==> src/rtl/riscv_pkg.sv <==
// Shared definitions for the fetch-side PC sequencer: datapath width,
// sequential PC increment and the sequencer FSM state type.
package riscv_pkg;

    localparam int XLEN = 32;

    // Distance between consecutive instruction fetches.
    localparam logic [XLEN-1:0] PC_INC = 32'd4;

    typedef enum logic [1:0] {
        ST_BOOT     = 2'd0,
        ST_RUN      = 2'd1,
        ST_WAIT_MEM = 2'd2,
        ST_TRAP     = 2'd3
    } pc_state_e;

endpackage

==> src/rtl/pc_reg.sv <==
// Program counter register: XLEN bits, asynchronous active-low reset to
// RESET_VALUE, loads d only when load is high.
module pc_reg
    import riscv_pkg::*;
#(
    parameter logic [XLEN-1:0] RESET_VALUE = '0
) (
    input  logic            clk,
    input  logic            reset,
    input  logic            load,
    input  logic [XLEN-1:0] d,
    output logic [XLEN-1:0] q
);

    // PC storage with load enable.
    always_ff @(posedge clk or negedge reset) begin
        if (!reset) begin
            q <= RESET_VALUE;
        end else if (load) begin
            q <= d;
        end
    end

endmodule

==> src/rtl/pc_seq.sv <==
// PC sequencer for the fetch stage. Walks the PC through instruction memory,
// waits on imem_ready, applies branch redirects (deferred while a fetch is
// outstanding) and trap redirects, and owns the fetch/decode register.
// Optional build macro: PC_SEQ_MISALIGN_TRAP_EN -- when defined, a branch to a
// non word-aligned target is turned into a trap; otherwise the low two target
// bits are cleared and the branch proceeds.
module pc_seq
    import riscv_pkg::*;
#(
    parameter logic [XLEN-1:0] RESET_VECTOR = 32'h0000_0000,
    parameter logic [XLEN-1:0] TRAP_VECTOR  = 32'h0000_0004
) (
    input  logic            clk,
    input  logic            reset,
    input  logic            stall,
    input  logic            br_taken,
    input  logic [XLEN-1:0] br_target,
    input  logic            trap,
    input  logic            imem_ready,
    output logic            imem_req,
    output logic [XLEN-1:0] imem_addr,
    output logic            if_valid,
    output logic [XLEN-1:0] if_pc,
    output logic            flush,
    output logic            trap_taken
);

    pc_state_e       state_q, state_d;
    logic [XLEN-1:0] pc_q, pc_d;
    logic            pc_load;
    logic            if_valid_q, if_valid_d;
    logic [XLEN-1:0] if_pc_q, if_pc_d;
    logic            flush_q, flush_d;
    logic            trap_taken_q, trap_taken_d;
    logic            pend_valid_q, pend_valid_d;
    logic [XLEN-1:0] pend_target_q, pend_target_d;
    logic [XLEN-1:0] br_tgt;
    logic            misalign;
    logic            take_trap;

`ifdef PC_SEQ_MISALIGN_TRAP_EN
    assign br_tgt   = br_target;
    assign misalign = br_taken && (br_target[1:0] != 2'b00);
`else
    assign br_tgt   = br_target & 32'hFFFF_FFFC;
    assign misalign = 1'b0;
`endif

    // A trap is honoured in every state but BOOT; misaligned branches only
    // matter where branches are accepted at all (RUN / WAIT_MEM).
    assign take_trap = ((state_q == ST_RUN) || (state_q == ST_WAIT_MEM)) ? (trap || misalign)
                                                                         : ((state_q == ST_TRAP) && trap);

    pc_reg #(
        .RESET_VALUE (RESET_VECTOR)
    ) u_pc_reg (
        .clk   (clk),
        .reset (reset),
        .load  (pc_load),
        .d     (pc_d),
        .q     (pc_q)
    );

    // Next-state, next-PC and fetch/decode register update; trap overrides all.
    always_comb begin
        state_d       = state_q;
        pc_d          = pc_q;
        pc_load       = 1'b0;
        if_valid_d    = if_valid_q;
        if_pc_d       = if_pc_q;
        flush_d       = 1'b0;
        trap_taken_d  = 1'b0;
        pend_valid_d  = pend_valid_q;
        pend_target_d = pend_target_q;
        imem_req      = 1'b0;

        case (state_q)
            ST_BOOT: begin
                state_d = ST_RUN;
            end
            ST_RUN: begin
                imem_req = 1'b1;
                if (br_taken) begin
                    pc_d       = br_tgt;
                    pc_load    = 1'b1;
                    if_valid_d = 1'b0;
                    flush_d    = 1'b1;
                end else if (stall) begin
                    // Hold everything; memory acceptance this cycle is ignored.
                end else if (imem_ready) begin
                    pc_d       = pc_q + PC_INC;
                    pc_load    = 1'b1;
                    if_pc_d    = pc_q;
                    if_valid_d = 1'b1;
                end else begin
                    state_d = ST_WAIT_MEM;
                end
            end
            ST_WAIT_MEM: begin
                imem_req = 1'b1;
                if (imem_ready && (br_taken || pend_valid_q)) begin
                    // Fetched word belongs to the wrong path: drop it.
                    pc_d         = br_taken ? br_tgt : pend_target_q;
                    pc_load      = 1'b1;
                    if_valid_d   = 1'b0;
                    flush_d      = 1'b1;
                    pend_valid_d = 1'b0;
                    state_d      = ST_RUN;
                end else if (br_taken) begin
                    // Address must stay stable; remember the newest target.
                    pend_valid_d  = 1'b1;
                    pend_target_d = br_tgt;
                end else if (imem_ready && !stall) begin
                    pc_d       = pc_q + PC_INC;
                    pc_load    = 1'b1;
                    if_pc_d    = pc_q;
                    if_valid_d = 1'b1;
                    state_d    = ST_RUN;
                end
            end
            ST_TRAP: begin
                state_d = ST_RUN;
            end
            default: begin
                state_d = ST_BOOT;
            end
        endcase

        if (take_trap) begin
            state_d      = ST_TRAP;
            pc_d         = TRAP_VECTOR;
            pc_load      = 1'b1;
            if_valid_d   = 1'b0;
            flush_d      = 1'b1;
            trap_taken_d = 1'b1;
            pend_valid_d = 1'b0;
        end
    end

    // Sequencer state, fetch/decode register, pulses and pending redirect.
    always_ff @(posedge clk or negedge reset) begin
        if (!reset) begin
            state_q       <= ST_BOOT;
            if_valid_q    <= 1'b0;
            if_pc_q       <= '0;
            flush_q       <= 1'b0;
            trap_taken_q  <= 1'b0;
            pend_valid_q  <= 1'b0;
            pend_target_q <= '0;
        end else begin
            state_q       <= state_d;
            if_valid_q    <= if_valid_d;
            if_pc_q       <= if_pc_d;
            flush_q       <= flush_d;
            trap_taken_q  <= trap_taken_d;
            pend_valid_q  <= pend_valid_d;
            pend_target_q <= pend_target_d;
        end
    end

    assign imem_addr  = pc_q;
    assign if_valid   = if_valid_q;
    assign if_pc      = if_pc_q;
    assign flush      = flush_q;
    assign trap_taken = trap_taken_q;

endmodule

==> config.mk <==
export PLATFORM = sky130hd
export DESIGN_NAME = pc_seq
export DESIGN_NICKNAME = d
export VERILOG_FILES = /design/src/rtl/riscv_pkg.sv /design/src/rtl/pc_reg.sv /design/src/rtl/pc_seq.sv
export SDC_FILE = /design/constraint.sdc
export NUM_CORES = 1
export LEC_CHECK = 0
export ABC_CLOCK_PERIOD_IN_PS = 2400
export CAP_MARGIN = 10
export CORE_MARGIN = 3
export CORE_UTILIZATION = 40
export CTS_CLUSTER_SIZE = 16
export DETAILED_ROUTE_END_ITERATION = 7
export GPL_TIMING_DRIVEN = 0
export PLACE_DENSITY = 0.77
export SETUP_SLACK_MARGIN = 0.3
export SLEW_MARGIN = 15
export SYNTH_ARGS = -nofsm -noshare
export SYNTH_HDL_FRONTEND = slang
export SYNTH_SLANG_ARGS = --single-unit
==> constraint.sdc <==
create_clock -name clk -period 2.4 [get_ports clk]
set_input_delay 0.36 -clock clk [delete_from_list [all_inputs] [get_ports clk]]
set_output_delay 0.36 -clock clk [all_outputs]
set_load 0.05 [all_outputs]
==> flow_summary.toml <==
[drt]
vias = 4651
drc = 0
drt-vias-per-instance = 5.79
ant_nets = 0
drt_pass1_iterations = 5
drt_iter0_markers = 364
wl_um = 15500
routedWlPerCell_um = 19.3

[cells_and_area]
drive_gt1_frac = 0.312
fin_nets = 669
stdcell_count = 803
syn2layout_area_growth_pct = 43.1
fillerInstances = 996
num_antenna_cells = 0

[synthesis]
ys_top_cells_by_area = "dfrtp_1 (49%), mux2_2 (13%), o21ai_0 (2.9%)"
yosysTopAreaCell = "dfrtp_1"
synth_nets = 521
async_flop_share = 1.00
yosysTopAreaCellShare = 0.490
yosysSeqAreaShare = 0.490
ys_ff_latch = 102
syn_avg_cell_area_um2 = 10.9
synth_edf_count = 0
syn-cell-area_mm2 = 0.00521
synth_cell_types = 61
syn-instance-count = 478
ys_warn_count = 0
synth_flop_cell = "dfrtp_1"

[grt]
grt_use_met1 = 0.275
grt-busiest-layer = "met2"
antenna_found_initial = 0
met3_usage = 0.0430
grt_pass1_wl_um = 24400
grt_util_met2 = 0.351
grt.total_usage = 0.216
grt_pass1_vias = 4667
grt.overflow.total = 0
grt_max_degree = 63

[place]
dp_hpwl_um = 10600
numPlacedInstances = 754
port_buffers = 103
gp_congestion = 0.885

[critical_path]
crit_type = "reg -> reg"
cp_max_fo = 5
start_kind = "flip-flop"
cp.required_ns = 2.64
cp.arrival_ns = 2.57
crit_path_end_kind = "flip-flop"

[floorplanning]
core_mm2 = 0.0127
num_rows = 41
num_io_pins = 106
start_util = 0.411
die_area_mm2 = 0.0144
die_h_um = 120
die_w_um = 120

[clock_tree]
max-clock-path-buffers = 2
clk_latency_ns = 0.36
cts_tree = "done"
cts.sinks = 102
cts_made_buffers = 9
cts-root-buf = "clkbuf_16"
clk_pin_slew_ns = 0.07
htreeDepth = 3

[timing]
max_slew.worst_pin.slew_ns = 0.853
finClkSkew_ns = 0.00865
setup_viol = 0
maxSlewViolCount = 0
max_freq_ghz = 0.430
hold_viol = 0
maxSlewHeadroom = 0.432
fin_crit_ns = 2.33
timing.setup.tns_ns = 0
rsz0062_at_grt = "true"
final.period_utilization = 0.970

[power]
finalPower_w = 0.00976
pwr_density_cell_mw_per_mm2 = 1310
power.leakage_nw = 3.19
ir_drop_mv = 0.635

[hold_path]
hold_class = "in -> async"

[run]
cap_violations = 0

[outcome]
status = "finished clean"
## cells by family (layout without fill, tap and decap cells)
group,Yosys count,in the layout,synth area share
fa+ha+maj,5,5,0.0120
buf+inv,42,195,0.0391
compound gates,153,153,0.206
mux,62,62,0.134
simple gates,109,109,0.111
xor+xnor,5,5,0.00840
flops,102,102,0.490
## cell usage in the layout (no fill, tap or decap), drive strengths merged, types with 4 or more instances in the layout
| cell | netlist | routed |
|---|---|---|
| a31oi | 6 | 6 |
| o221ai | 4 | 4 |
| mux2 | 62 | 62 |
| inv | 14 | 13 |
| nand4 | 7 | 7 |
| xnor2 | 4 | 4 |
| a22oi | 4 | 4 |
| nor3 | 12 | 12 |
| ha | 5 | 5 |
| o21ai | 33 | 33 |
| a22o | 11 | 11 |
| or2 | 4 | 4 |
| a21oi | 20 | 20 |
| o31ai | 11 | 11 |
| nor2b | 4 | 4 |
| a21o | 8 | 8 |
| nor2 | 28 | 28 |
| dlygate4sd2 | 0 | 5 |
| clkdlybuf4s50 | 0 | 94 |
| buf | 19 | 52 |
| dfrtp | 102 | 102 |
| clkbuf | 8 | 20 |
| nand3 | 8 | 8 |
| and4 | 4 | 4 |
| o22ai | 22 | 22 |
| o21a | 4 | 4 |
| and2 | 5 | 5 |
| nand2 | 30 | 30 |
## cell type report
cell class	instances	area (µm²)	share of cell area
multi-input combinational	334	2650	0.354
sequential	102	2570	0.344
timing repair buffer	137	1380	0.185
clock buffer	11	243	0.0325
buffer	27	239	0.0320
tap	172	215	0.0288
clock inverter	5	106	0.0142
inverter	15	67.6	0.00905
## critical path, stage by stage, from the launching register on
cell       delay, ns
dfrtp_2         0.42
inv_2           0.08
ha_4            0.14
buf_8           0.12
a21oi_4         0.06
a2111oi_4       0.38
buf_4           0.18
nor2_2          0.04
or2_4           0.28
buf_6           0.14
a21o_1          0.16
a22o_1          0.21
## synth_stat cells (5+ instances only)
master	number
a21oi_1	20
nor3_1	12
o21ai_0	30
a31oi_1	6
a22o_1	11
buf_2	9
nand4_1	5
a21o_1	8
dfrtp_1	102
mux2_2	62
o22ai_1	22
inv_1	13
o31ai_1	11
nand2_1	29
ha_1	5
nand3_1	8
clkbuf_1	7
nor2_1	28
## sequential cells by signal, indices dropped and copies added (netlist names)
name           cells
pend_target_q     32
if_pc             32
state_q            2
u_pc_reg.q        32
trap_taken         1
flush              1
if_valid           1
pend_valid_q       1
## layer usage
layer,wire [µm],vias to the layer above
li1,-,2111
met1,6280,2301
met2,7670,200
met3,978,39
met4,571,0
met5,0,-
## final timing paths
check / from / endpoint / slack [ns] / depth (start not counted)
setup / recovery: state_q[0] / u_pc_reg.q[18] / 0.07 / 11
hold / removal: reset / pend_target_q[16] / 0.48 / 2
setup reg to reg: state_q[0] / u_pc_reg.q[18] / 0.07 / 11
hold reg to reg: pend_target_q[1] / pend_target_q[1] / 0.49 / 1
max in group asynchronous: reset / u_pc_reg.q[4] / 1.27 / 3
min in group clk: pend_target_q[1] / pend_target_q[1] / 0.49 / 1
## stage by stage
| stage | utilization | area, µm² | setup WS (ns) | hold slack (ns) |
|---|---|---|---|---|
| after detailed placement | 0.518 | 6560 | -0.524 | 0.305 |
| after CTS | 0.577 | 7310 | 0.106 | 0.490 |
| after global placement | 0.515 | 6530 | -3.22 | 0.470 |
| after global routing | 0.589 | 7460 | 0.0341 | 0.496 |
| after floorplan | - | 5290 | 0.129 | 0.0644 |
| final | 0.589 | 7460 | 0.0718 | 0.485 |
## where the power goes
group	internal [W]	total (W)	switching [W]	leakage, nW
clock	0.00105	0.00170	0.000650	0.166
sequential	0.00241	0.00302	0.000610	1.30
combinational	0.00204	0.00505	0.00300	1.72
## timing repair
action / CTS / global route
resized for setup: 68 / 20
endpoints found under the setup margin: 95 / 40
hold buffers: 1 / 0
buffers inserted: 24 / 5
pin swaps: 16 / 15
cloned: 1 / 2
hold endpoints to repair: 40 / 0
(Power assumes the default switching activity.)
